[config.mk]
export PLATFORM = sky130hd
export DESIGN_NAME = uart_tx_param
export DESIGN_NICKNAME = d
export VERILOG_FILES = /design/src/rtl/uart_pkg.sv /design/src/rtl/uart_baud_gen.sv /design/src/rtl/uart_tx_param.sv
export SDC_FILE = /design/constraint.sdc
export NUM_CORES = 1
export LEC_CHECK = 0
export CORE_ASPECT_RATIO = 1.75
export CORE_MARGIN = 5
export CORE_UTILIZATION = 45
export DETAILED_ROUTE_END_ITERATION = 16
export PLACE_DENSITY_LB_ADDON = 0.2
export SLEW_MARGIN = 25
export SYNTH_ARGS = -nofsm -noshare
export SYNTH_HDL_FRONTEND = slang
export SYNTH_HIERARCHICAL = 1
export SYNTH_SLANG_ARGS = --single-unit
[constraint.sdc]
create_clock -name clk -period 7.55 [get_ports clk]
set_clock_uncertainty 0.1 [all_clocks]
set_input_delay 1.51 -clock clk [delete_from_list [all_inputs] [get_ports clk]]
set_output_delay 1.51 -clock clk [all_outputs]
set_load 0.005 [all_outputs]
[src/rtl/uart_pkg.sv]
`default_nettype none
// uart_pkg -- constants, FSM state type and baud divisor helper shared by the UART TX/RX blocks. Rev 1.0
package uart_pkg;

  localparam int PAR_NONE = 0;
  localparam int PAR_ODD  = 1;
  localparam int PAR_EVEN = 2;

  localparam int BAUD_9600   = 9600;
  localparam int BAUD_19200  = 19200;
  localparam int BAUD_38400  = 38400;
  localparam int BAUD_57600  = 57600;
  localparam int BAUD_115200 = 115200;

  typedef enum logic [2:0] {
    ST_IDLE   = 3'd0,
    ST_START  = 3'd1,
    ST_DATA   = 3'd2,
    ST_PARITY = 3'd3,
    ST_STOP   = 3'd4
  } tx_state_t;

  function automatic int baud_rate(input logic [2:0] sel);
    case (sel)
      3'd1:    return BAUD_19200;
      3'd2:    return BAUD_38400;
      3'd3:    return BAUD_57600;
      3'd4:    return BAUD_115200;
      default: return BAUD_9600;
    endcase
  endfunction

  // Rounded divisor minus one: one bit period is the returned value + 1 clocks.
  function automatic logic [15:0] baud_div(input int clk_freq, input logic [2:0] sel);
    int rate;
    rate = baud_rate(sel);
    return 16'((clk_freq + rate / 2) / rate - 1);
  endfunction

endpackage
`default_nettype wire

[src/rtl/uart_baud_gen.sv]
`default_nettype none
// uart_baud_gen -- divisor latched at frame start plus bit-period tick counter. Rev 1.0
module uart_baud_gen
  import uart_pkg::*;
#(
  parameter int CLK_FREQ = 50_000_000
) (
  input  logic       clk,
  input  logic       rst,
  input  logic       clr_i,
  input  logic       en_i,
  input  logic [2:0] baud_set_i,
  output logic       tick_o
);

  localparam logic [15:0] DIV_0 = baud_div(CLK_FREQ, 3'd0);
  localparam logic [15:0] DIV_1 = baud_div(CLK_FREQ, 3'd1);
  localparam logic [15:0] DIV_2 = baud_div(CLK_FREQ, 3'd2);
  localparam logic [15:0] DIV_3 = baud_div(CLK_FREQ, 3'd3);
  localparam logic [15:0] DIV_4 = baud_div(CLK_FREQ, 3'd4);

  logic [15:0] div_q, div_d;
  logic [15:0] cnt_q;

  always_comb begin
    case (baud_set_i)
      3'd1:    div_d = DIV_1;
      3'd2:    div_d = DIV_2;
      3'd3:    div_d = DIV_3;
      3'd4:    div_d = DIV_4;
      default: div_d = DIV_0;
    endcase
  end

  assign tick_o = en_i && (cnt_q == div_q);

  // The divisor only moves at frame start, so a mid-frame baud change waits for the next frame.
  always_ff @(posedge clk or posedge rst) begin
    if (rst) begin
      div_q <= DIV_0;
      cnt_q <= '0;
    end else begin
      if (clr_i) begin
        div_q <= div_d;
      end
      if (clr_i || !en_i || tick_o) begin
        cnt_q <= '0;
      end else begin
        cnt_q <= cnt_q + 16'd1;
      end
    end
  end

endmodule
`default_nettype wire

[src/rtl/uart_tx_param.sv]
`default_nettype none
// uart_tx_param -- parametrised UART transmitter with one-entry holding buffer and runtime baud select. Rev 1.0
module uart_tx_param
  import uart_pkg::*;
#(
  parameter int CLK_FREQ  = 50_000_000,
  parameter int DATA_BITS = 8,
  parameter int PARITY    = PAR_NONE,
  parameter int STOP_BITS = 1
) (
  input  logic                 clk,
  input  logic                 rst,
  input  logic [2:0]           baud_set,
  input  logic [DATA_BITS-1:0] in_data,
  input  logic                 in_valid,
  output logic                 in_ready,
  output logic                 tx,
  output logic                 busy,
  output logic                 tx_done
);

  if (DATA_BITS < 5 || DATA_BITS > 8) begin : g_bad_data_bits
    $error("uart_tx_param: DATA_BITS must be 5..8");
  end
  if (PARITY != PAR_NONE && PARITY != PAR_ODD && PARITY != PAR_EVEN) begin : g_bad_parity
    $error("uart_tx_param: PARITY must be 0, 1 or 2");
  end
  if (STOP_BITS < 1 || STOP_BITS > 2) begin : g_bad_stop_bits
    $error("uart_tx_param: STOP_BITS must be 1 or 2");
  end

  localparam logic [2:0] LAST_DATA = 3'(DATA_BITS - 1);
  localparam logic [2:0] LAST_STOP = 3'(STOP_BITS - 1);

  tx_state_t            state_q, state_d;
  logic [DATA_BITS-1:0] buf_q, buf_d;
  logic [DATA_BITS-1:0] shift_q, shift_d;
  logic                 buf_full_q, buf_full_d;
  logic [2:0]           bit_cnt_q, bit_cnt_d;
  logic                 par_q, par_d;
  logic                 tx_q, tx_d;
  logic                 done_d;
  logic                 frame_start;
  logic                 baud_tick;

  uart_baud_gen #(
    .CLK_FREQ(CLK_FREQ)
  ) u_baud_gen (
    .clk        (clk),
    .rst        (rst),
    .clr_i      (frame_start),
    .en_i       (state_q != ST_IDLE),
    .baud_set_i (baud_set),
    .tick_o     (baud_tick)
  );

  always_comb begin
    state_d     = state_q;
    buf_d       = buf_q;
    buf_full_d  = buf_full_q;
    shift_d     = shift_q;
    bit_cnt_d   = bit_cnt_q;
    par_d       = par_q;
    tx_d        = tx_q;
    done_d      = 1'b0;
    frame_start = 1'b0;

    if (in_valid && !buf_full_q) begin
      buf_d      = in_data;
      buf_full_d = 1'b1;
    end

    case (state_q)
      ST_IDLE: begin
        tx_d = 1'b1;
        if (buf_full_q) begin
          frame_start = 1'b1;
        end
      end
      ST_START: begin
        if (baud_tick) begin
          state_d   = ST_DATA;
          tx_d      = shift_q[0];
          bit_cnt_d = '0;
        end
      end
      ST_DATA: begin
        if (baud_tick) begin
          if (bit_cnt_q == LAST_DATA) begin
            bit_cnt_d = '0;
            if (PARITY != PAR_NONE) begin
              state_d = ST_PARITY;
              tx_d    = (PARITY == PAR_EVEN) ? par_q : ~par_q;
            end else begin
              state_d = ST_STOP;
              tx_d    = 1'b1;
            end
          end else begin
            shift_d   = shift_q >> 1;
            tx_d      = shift_q[1];
            bit_cnt_d = bit_cnt_q + 3'd1;
          end
        end
      end
      ST_PARITY: begin
        if (baud_tick) begin
          state_d   = ST_STOP;
          tx_d      = 1'b1;
          bit_cnt_d = '0;
        end
      end
      ST_STOP: begin
        if (baud_tick) begin
          if (bit_cnt_q == LAST_STOP) begin
            done_d = 1'b1;
            if (buf_full_q) begin
              frame_start = 1'b1;
            end else begin
              state_d = ST_IDLE;
            end
          end else begin
            bit_cnt_d = bit_cnt_q + 3'd1;
          end
        end
      end
      default: state_d = ST_IDLE;
    endcase

    // Loading the shift register frees the buffer for the next producer word.
    if (frame_start) begin
      state_d    = ST_START;
      shift_d    = buf_q;
      par_d      = ^buf_q;
      buf_full_d = 1'b0;
      tx_d       = 1'b0;
      bit_cnt_d  = '0;
    end
  end

  always_ff @(posedge clk or posedge rst) begin
    if (rst) begin
      state_q    <= ST_IDLE;
      buf_q      <= '0;
      buf_full_q <= 1'b0;
      shift_q    <= '0;
      bit_cnt_q  <= '0;
      par_q      <= 1'b0;
      tx_q       <= 1'b1;
    end else begin
      state_q    <= state_d;
      buf_q      <= buf_d;
      buf_full_q <= buf_full_d;
      shift_q    <= shift_d;
      bit_cnt_q  <= bit_cnt_d;
      par_q      <= par_d;
      tx_q       <= tx_d;
    end
  end

  assign in_ready = ~buf_full_q;
  assign tx       = tx_q;
  assign busy     = (state_q != ST_IDLE);
  assign tx_done  = done_d;

endmodule
`default_nettype wire

==> results of run 1 <==
[worst min-delay path, stage by stage, from the launching register on]
cell,delay (ps)
dfrtp_1,350
nand2_1,50
o21ai_1,60
[report_power, final]
group / internal (mW) / switching [mW] / leakage, nW
logic: 0.136 / 0.126 / 0.527
registers: 0.368 / 0.0794 / 0.623
clock network: 0.0994 / 0.0927 / 0.0585
[path summary, 6_finish.rpt]
path | cells past startpoint | endpoint | start
min in group asynchronous | 2 | u_baud_gen/cnt_q[14] | rst
hold / removal | 2 | shift_q[0] | buf_q[0]
setup reg to reg | 9 | u_baud_gen/div_q[11] | state_q[0]
setup / recovery | 8 | tx_done | state_q[0]
hold reg to reg | 2 | shift_q[0] | buf_q[0]
max in group asynchronous | 2 | bit_cnt_q[2] | rst
[metrics by stage]
step	util	setup WS [ps]	instance area [µm²]
after detailed placement	0.498	3250	2780
after floorplan	-	3510	2590
final	0.518	2910	2900
after global routing	0.518	2710	2900
after global placement	0.498	3310	2780
after CTS	0.518	2910	2900
[area by class of cell]
cell class / count / area share
clock inverter: 3 / 0.0151
sequential: 50 / 0.435
multi-input combinational: 176 / 0.418
clock buffer: 5 / 0.0238
tap: 76 / 0.0328
timing repair buffer: 19 / 0.0640
inverter: 9 / 0.0117
[cell families (layout without fill, tap and decap cells)]
logic type,after synthesis,count (layout),share of synthesized area
AO/OA/AOI/OAI,41,41,0.0991
XOR/XNOR,25,25,0.0846
adder cells (fa/ha/maj),4,4,0.0193
buffers and inverters,22,36,0.0459
flip-flops,50,50,0.486
multiplexers,19,19,0.0788
AND/OR/NAND/NOR,87,87,0.186
[cells in the final DEF, fill, tap and decap left out, types with 2 or more instances in the layout]
master / synthesis / routed
dfstp_2: 6 / 6
dfrtp_1: 44 / 44
o21ai_1: 7 / 7
o22ai_1: 3 / 3
ha_1: 4 / 4
inv_1: 8 / 6
a21oi_1: 9 / 9
nand2b_1: 5 / 5
xor2_1: 13 / 13
and4_1: 4 / 4
nor2b_1: 3 / 3
nor2_1: 12 / 12
clkdlybuf4s50_1: 0 / 17
and2_1: 2 / 2
inv_2: 1 / 2
nand2_1: 17 / 17
clkbuf_8: 0 / 5
mux2_2: 11 / 11
mux2i_1: 8 / 8
or3_2: 2 / 2
o21ai_0: 13 / 13
buf_4: 3 / 2
nor3_1: 12 / 12
nand4_1: 7 / 7
xnor2_1: 12 / 12
or4_4: 2 / 2
nand3_1: 12 / 12
[routing by layer]
metal,vias to the layer above,wire [µm]
met2,43,2770
met4,0,199
met5,-,0
met1,891,2060
li1,894,-
met3,17,173
[flip-flops by register name, indices dropped and copies added (netlist names)]
signal            count
u_baud_gen/div_q     10
buf_q                 8
state_q               3
tx                    1
u_baud_gen/cnt_q     16
bit_cnt_q             3
buf_full_q            1
shift_q               8
==> flow_summary_export.csv, run 1 <==
group,metric,value,unit
status,outcome,"finished, final reports clean",
synth,netlist_top_cells_count,"dfrtp_1, nand2_1, o21ai_0, xor2_1",
cts,clk_pin_slew_worst_paths,90,ps
sta,period_minus_slack,4640,ps
die,core_area,5590,µm²
detailed_routing,via_per_inst,5.46,
setup_path,critPathMaxFanout,10,
setup_path,crit_family,"simple AND/OR/NAND/NOR gates",
die,die_area,7430,µm²
cts,cts_resized,0,
cts,cts_tree,"built",
global_route,gr-usage-met1,0.163,
cts,insertion_delay,310,ps
power,peakVddDrop,159,µV
final_layout,area_growth,11.9,%
sta,setup_tns,0,ps
setup_path,crit_required,5940,ps
sta,setup_viol,0,
cts,holdBufCountCts,0,
final_layout,fillers,559,
sta,finalCritPeriodShare,0.615,
synth,ys_top_cells_by_area,"dfrtp_1, dfstp_2, mux2_2",
setup_path,worstSetupPathType,"flop to output port",
synth,synth_ff_type,"dfrtp_1",
sta,slew-limit-headroom,0.441,
sta,whs,385,ps
synth,synth_cell_type_count,46,
synth,synth_edf_count,0,
global_route,grt-busiest-layer,"met2",
sta,rsz0062_at_grt,"no",
global_route,grt_pass1_vias,1821,
global_route,overflow,0,
global_route,met2_usage,0.265,
cts,root_buffer,"clkbuf_8",
synth,synth_warnings,6,
detailed_routing,drc,0,
global_route,use_met3,0.0264,
final_layout,drive_gt1_frac,0.145,
setup_path,reg2reg_slack,4130,ps
final_layout,nets,279,
synth,synthCells,248,
hold_path,holdCritPathClass,"flop to flop",
cts,clock_path_buffers,2,
placed_design,port_buffers,17,
detailed_routing,first_pass_iters,4,
setup_path,slowest_stage,"or4_4",
sta,worst_pin_slew,834,ps
final_layout,register_area,1260,µm²
sta,maxSlewViolCount,0,
setup_path,worstPathArrival,3030,ps
power,p_total,0.901,mW
placed_design,dp.cells,330,
synth,yosysMostFrequentCell,"dfrtp_1",
global_route,antenna_found_initial,0,
setup_path,crit_buf_inv,1,
placed_design,place_congestion,0.921,
cts,post_cts_buffers,0,
setup_path,worstPathCellList,"nor2_2, nand2_1, nand4bb_1, or4_4, a2111oi_4, and3b_2, and3_1, clkdlybuf4s50_1",
global_route,grt_usage,0.148,
synth,synth-seq-area-share,0.486,
cts,numClockSinks,50,
sta,finalHoldViolCount,0,
detailed_routing,drt_iter0_drc,149,
cts,htreeDepth,2,
sta,fmax,215,MHz
detailed_routing,detail-route-antenna-nets,0,
global_route,grt_pass1_wl,8270,µm
setup_path,crit_path_max_incr_delay,530,ps
final_layout,multi_input_area,1210,µm²
synth,ys_ff_latch,50,
final_layout,diodes,0,
cts,cts_buffers,5,
detailed_routing,num_vias,1845,
power,leakage,1.21,nW
synth,synth_top_area_frac,0.426,
final_layout,stdcell_count,338,
synth,syn_area_per_cell,10.4,µm²
placed_design,hpwlAfterDp,3870,µm
die,start_util,0.463,
flow_run,maxCapViolations,0,
power,p_per_area,311,nW/µm²
die,io_pins,18,
global_route,grt_max_degree,27,
setup_path,endpoint_kind,"output port",
synth,synth_area_leader_cell,"dfrtp_1",
synth,synth_nets,266,
detailed_routing,wl_per_cell,15.4,µm
synth,async_flop_share,1.00,
detailed_routing,wl,5200,µm
die,die_h,110,µm
setup_path,startpoint_type,"flop",
die,fp.dieW,67.3,µm
synth,syn-cell-area,2590,µm²
die,std_cell_rows,36,
Power figures use the tool's default switching activity.
==> run 2, diff against run 1 <==
==> constraint.sdc (replaced) <==
create_clock -name clk -period 4.73 [get_ports clk]
set_clock_uncertainty 0.1 [all_clocks]
set_input_delay 0.946 -clock clk [delete_from_list [all_inputs] [get_ports clk]]
set_output_delay 0.946 -clock clk [all_outputs]
set_load 0.005 [all_outputs]
==> run 2 against run 1 <==
Against the previous run: setup slack lost 2200 ps; critical path depth unchanged; first-iteration DRC count fell by 33%; power up 54%; sequential cell count did not move; core utilization shrank 0.20 points.
==> flow_summary_export.csv, run 2 (synthesis results as in run 1) <==
group,metric,value,unit
detailed_routing,wl,5100,µm
detailed_routing,drt_iter0_drc,100,
sta,maxSlewViolCount,0,
cts,cts_tree,"built",
cts,insertion_delay,300,ps
sta,finalCritPeriodShare,0.857,
setup_path,endpoint_kind,"output port",
final_layout,diodes,0,
die,die_h,110,µm
flow_run,maxCapViolations,0,
setup_path,startpoint_type,"flop",
cts,clk_pin_slew_worst_paths,100,ps
die,std_cell_rows,36,
global_route,grt_pass1_wl,8690,µm
setup_path,crit_required,3680,ps
final_layout,stdcell_count,339,
placed_design,placed_area,2790,µm²
global_route,grt_max_degree,27,
final_layout,post-route-util,0.516,
placed_design,place_congestion,0.933,
cts,post_cts_buffers,0,
detailed_routing,drc,0,
power,peakVddDrop,236,µV
sta,fmax,247,MHz
setup_path,critPathMaxFanout,9,
final_layout,largest_register_ffs,16,
detailed_routing,wl_per_cell,15.0,µm
sta,worst_pin_slew,861,ps
global_route,grt_usage,0.154,
sta,slew-limit-headroom,0.423,
setup_path,worstPathCellList,"inv_1, nand2_1, nand4bb_1, or4_4, a2111oi_4, and3b_2, and3_1, clkdlybuf4s50_1",
global_route,overflow,0,
sta,period_minus_slack,4050,ps
sta,setup_tns,0,ps
final_layout,largest-register,"u_baud_gen/cnt_q",
power,leakage,1.20,nW
final_layout,drive_gt1_frac,0.148,
power,p_per_area,482,nW/µm²
sta,setup_viol,0,
detailed_routing,num_vias,1840,
hold_path,holdCritPathClass,"flop to flop",
final_layout,final_cell_mix,"dfrtp_1, nand2_1, clkdlybuf4s50_1",
status,outcome,"finished, final reports clean",
cts,root_buffer,"clkbuf_8",
die,fp.dieW,67.3,µm
sta,finalHoldViolCount,0,
final_layout,stdcell_area,2880,µm²
global_route,antenna_found_initial,0,
setup_path,worstPathArrival,3010,ps
cts,clock_path_buffers,2,
detailed_routing,detail-route-antenna-nets,0,
detailed_routing,first_pass_iters,4,
setup_path,worstSetupPathType,"flop to output port",
cts,cts_buffers,5,
cts,cts_resized,0,
final_layout,final_common_cell,"dfrtp_1",
cts,htreeDepth,2,
die,core_area,5590,µm²
die,start_util,0.463,
setup_path,crit_path_max_incr_delay,530,ps
global_route,grt_pass1_vias,1877,
die,io_pins,18,
placed_design,port_buffers,17,
detailed_routing,via_per_inst,5.43,
placed_design,dp.cells,331,
setup_path,slowest_stage,"or4_4",
die,die_area,7430,µm²
final_layout,area_growth,11.5,%
placed_design,hpwlAfterDp,3800,µm
sta,rsz0062_at_grt,"no",
final_layout,fillers,554,
final_layout,nets,280,
cts,numClockSinks,50,
cts,holdBufCountCts,0,
final_layout,reg_top3,"u_baud_gen/cnt_q: 16 flops, u_baud_gen/div_q: 10 flops",
-- run 2: cell count changes in the layout (fill, tap and decap cells not counted) --
cell	delta
clkinvlp_4	+1
bufinv_16	-1
clkinv_4	+1
clkinv_2	-1
buf_4	+1
-- run 2: worst max-delay path: cells and delay by family, from the launching register on --
kind            cells  cell delay [ps]
compound gates      1              360
buf+inv             2              660
flops               1              500
simple gates        5             1200
-- run 2: cell type report --
class	instances	area [µm²]	area share
Clock buffer	5	68.8	0.0239
Clock inverter	3	25.0	0.00868
Inverter	9	33.8	0.0117
Multi-Input combinational cell	176	1210	0.420
Sequential cell	50	1260	0.436
Tap cell	76	95.1	0.0330
Timing Repair Buffer	20	193	0.0668
-- run 2: power breakdown --
part           switching (mW)  total, mW  internal (mW)  leakage [nW]
sequential              0.127      0.713          0.587         0.623
combinational           0.199      0.419          0.220         0.533
clock                   0.150      0.257          0.107        0.0447
-- run 2: path summary, 6_finish.rpt --
| path | from | endpoint | slack, ps | cells after the start |
|---|---|---|---|---|
| min in group asynchronous | rst | u_baud_gen/cnt_q[12] | 940 | 2 |
| max in group asynchronous | rst | buf_q[0] | 3160 | 2 |
| setup reg to reg | state_q[2] | shift_q[2] | 1460 | 10 |
| setup / recovery | state_q[2] | tx_done | 680 | 8 |
| hold / removal | buf_q[7] | shift_q[7] | 390 | 2 |
| hold reg to reg | buf_q[7] | shift_q[7] | 390 | 2 |
-- run 2: per-stage QoR --
| stage | setup WS [ps] | hold slack [ps] | total power, mW |
|---|---|---|---|
| 2_1_floorplan | 1250 | 346 | 1.03 |
| 3_3_place_gp | 1080 | 362 | 1.14 |
| 3_5_place_dp | 1010 | 370 | 1.15 |
| 4_1_cts | 661 | 394 | 1.41 |
| 5_1_grt | 497 | 415 | 1.49 |
| 6_report | 677 | 385 | 1.39 |
-- run 2: routing by layer --
layer  GRT usage  vias to the layer above  routed length (µm)
li1            -                      899                   -
met1       0.182                      899                2130
met2       0.265                       29                2650
met3      0.0254                       13                 141
met4      0.0784                        0                 180
met5           0                        -                   0
==> run 3, diff against run 2 <==
--- a/config.mk
+++ b/config.mk
@@ -5,6 +5,8 @@
 export SDC_FILE = /design/constraint.sdc
 export NUM_CORES = 1
 export LEC_CHECK = 0
+export ABC_AREA = 1
+export CAP_MARGIN = 30
 export CORE_ASPECT_RATIO = 1.75
 export CORE_MARGIN = 5
 export CORE_UTILIZATION = 45
@@ -13,5 +15,4 @@
 export SLEW_MARGIN = 25
 export SYNTH_ARGS = -nofsm -noshare
 export SYNTH_HDL_FRONTEND = slang
-export SYNTH_HIERARCHICAL = 1
 export SYNTH_SLANG_ARGS = --single-unit
==> run 3 against run 2 <==
Against the previous run: combinational power rose by 99%; hold slack got worse by 9.2 ps; area after synthesis up 9.9%; global-route usage rose by 0.26 points; sequential cell count unchanged; first-iteration DRC count is 23% higher; cell area is 11% higher; critical endpoint unchanged; largest cell class is now multi-input combinational cells.
==> flow_summary_export.csv, run 3 <==
group,metric,value,unit
sta,period_minus_slack,3240,ps
hold_path,worstHoldEndpoint,"tx",
final_layout,diodes,0,
setup_path,r2r-end,"u_baud_gen.cnt_q[4]",
cts,clk_pin_slew_worst_paths,100,ps
power,peakVddDrop,309,µV
detailed_routing,first_pass_iters,4,
sta,whs,376,ps
setup_path,crit_required,3680,ps
cts,root_buffer,"clkbuf_8",
hold_path,hold_depth,2,
synth,synth_top_area_frac,0.387,
setup_path,worstSetupPathType,"flop to output port",
synth,synth_warnings,0,
cts,post_cts_buffers,0,
global_route,gr-usage-met1,0.166,
synth,synth_area_leader_cell,"dfrtp_1",
global_route,met2_usage,0.295,
synth,syn_area_per_cell,7.88,µm²
setup_path,endpoint_kind,"output port",
detailed_routing,drc,0,
sta,fmax,309,MHz
setup_path,reg2reg_slack,2290,ps
final_layout,final_common_cell,"nand2_1",
final_layout,multi_input_area,1340,µm²
power,p_per_area,574,nW/µm²
sta,timing.final.ws_setup,1490,ps
synth,synth_edf_count,0,
die,core_area,6180,µm²
die,die_area,8070,µm²
detailed_routing,drt_iter0_drc,123,
global_route,grt_pass1_vias,2352,
placed_design,pre_cts_slack,1860,ps
detailed_routing,wl,5860,µm
final_layout,drive_gt1_frac,0.131,
synth,yosysMostFrequentCell,"nand2_1",
global_route,grt_usage,0.157,
global_route,overflow,0,
synth,synth_nets,379,
flow_run,maxCapViolations,0,
placed_design,place_congestion,0.842,
sta,worst_pin_slew,606,ps
final_layout,area_growth,12.5,%
setup_path,critical_path.startpoint,"u_baud_gen.div_q[6]",
cts,cts_resized,0,
setup_path,worstPathCellList,"inv_1, nand2_1, nand2_1, nor2_1, nand4_1, nor3_1, nand3_1, nor3_1, clkdlybuf4s50_1",
synth,synth_ff_type,"dfrtp_1",
sta,setup_viol,0,
die,start_util,0.460,
placed_design,hpwlAfterDp,4490,µm
global_route,grt_max_degree,51,
cts,cts_tree,"built",
setup_path,crit_path_max_incr_delay,540,ps
die,fp.dieW,70.1,µm
sta,maxSlewViolCount,0,
setup_path,reg2reg_from,"state_q[1]",
detailed_routing,detail-route-antenna-nets,0,
setup_path,startpoint_type,"flop",
hold_path,holdCritPathClass,"flop to flop",
cts,cts_buffers,5,
detailed_routing,wl_per_cell,12.7,µm
final_layout,largest-register,"u_baud_gen.cnt_q",
sta,finalCritPeriodShare,0.685,
synth,synth-seq-area-share,0.443,
global_route,use_met3,0.0289,
synth,synthCells,361,
synth,async_flop_share,1.00,
die,die_h,115,µm
sta,rsz0062_at_grt,"no",
final_layout,largest_register_ffs,16,
synth,ys_top_cells_by_area,"dfrtp_1, nand2_1, nor2_1",
placed_design,port_buffers,17,
synth,ys_ff_latch,50,
final_layout,nets,398,
power,leakage,1.53,nW
sta,finalHoldViolCount,0,
die,io_pins,18,
global_route,grt-busiest-layer,"met2",
detailed_routing,num_vias,2313,
setup_path,reg2regPathDepth,11,
sta,setup_tns,0,ps
cts,htreeDepth,2,
setup_path,worstPathArrival,2190,ps
final_layout,fillers,606,
setup_path,slowest_stage,"dfstp_2",
setup_path,critPathMaxFanout,3,
final_layout,final_cell_mix,"nand2_1, nor2_1, inv_1",
cts,holdBufCountCts,0,
synth,netlist_top_cells_count,"nand2_1, nor2_1, inv_1",
global_route,antenna_found_initial,0,
final_layout,register_area,1260,µm²
final_layout,reg_top3,"u_baud_gen.cnt_q: 16 flops, u_baud_gen.div_q: 10 flops",
die,std_cell_rows,38,
detailed_routing,via_per_inst,5.02,
status,outcome,"finished, final reports clean",
cts,insertion_delay,310,ps
hold_path,worstHoldStart,"tx",
cts,clock_path_buffers,2,
cts,numClockSinks,50,
synth,syn-cell-area,2840,µm²
global_route,grt_pass1_wl,10100,µm
synth,synth_cell_type_count,37,
sta,slew-limit-headroom,0.596,
[run 3: cell types whose count changed in the layout (fill, tap and decap cells not counted), moves of 7 or more]
| cell | previous run | this run |
|---|---|---|
| nand2_1 | 17 | 88 |
| o221ai_1 | 0 | 8 |
| nand2_2 | 0 | 8 |
| xor2_1 | 13 | 6 |
| nand3_1 | 12 | 19 |
| inv_1 | 6 | 47 |
| mux2i_1 | 8 | 0 |
| xnor2_1 | 12 | 3 |
| nor2_1 | 12 | 55 |
[run 3: worst max-delay path, delay by kind of cell (launching register included)]
kind	cells	cell delay, ps
buffers and inverters	2	580
and+or+nand+nor	7	750
DFF	1	540
[run 3: worst max path at each step]
stage                    to  cells after the start
CTS                 tx_done                      9
detailed placement  tx_done                      9
global placement    tx_done                      9
finish              tx_done                      9
floorplan           tx_done                      6
global route        tx_done                      9
[run 3: cell type report]
class / count / share of cell area
repair buffers: 17 / 0.0532
flip-flops and latches: 50 / 0.393
clock buffers: 5 / 0.0215
clock inverters: 3 / 0.0149
inverters: 56 / 0.0665
well taps: 80 / 0.0313
multi-input cells: 250 / 0.419
[run 3: cells by family (layout without fill, tap and decap cells)]
kind of cell / Yosys count / after routing / synth area share
flops: 50 / 50 / 0.443
xor+xnor: 9 / 9 / 0.0277
fa+ha+maj: 4 / 4 / 0.0176
buf+inv: 61 / 81 / 0.0858
mux: 8 / 8 / 0.0317
simple gates: 194 / 194 / 0.306
compound gates: 35 / 35 / 0.0884
[run 3: report_power, final]
group	internal (mW)	leakage (nW)	total (mW)	switching, mW
combinational	0.317	0.842	0.835	0.518
sequential	0.595	0.628	0.682	0.0875
clock	0.162	0.0591	0.319	0.158
total	1.07	1.53	1.84	0.763
[run 3: through the flow]
step                      instances  total power, mW  area, µm²   util
after floorplan                 361             1.36       2840      -
after global placement          453             1.51       3080  0.498
after detailed placement        453             1.53       3080  0.499
after CTS                       461             1.85       3200  0.518
after global routing            461             2.00       3200  0.518
final                           461             1.84       3200  0.518
[run 3: metal layers]
metal	up-vias	share of wire
met1	1071	0.41
li1	1186	-
met3	17	0.029
met2	39	0.52
met5	-	0
met4	0	0.034
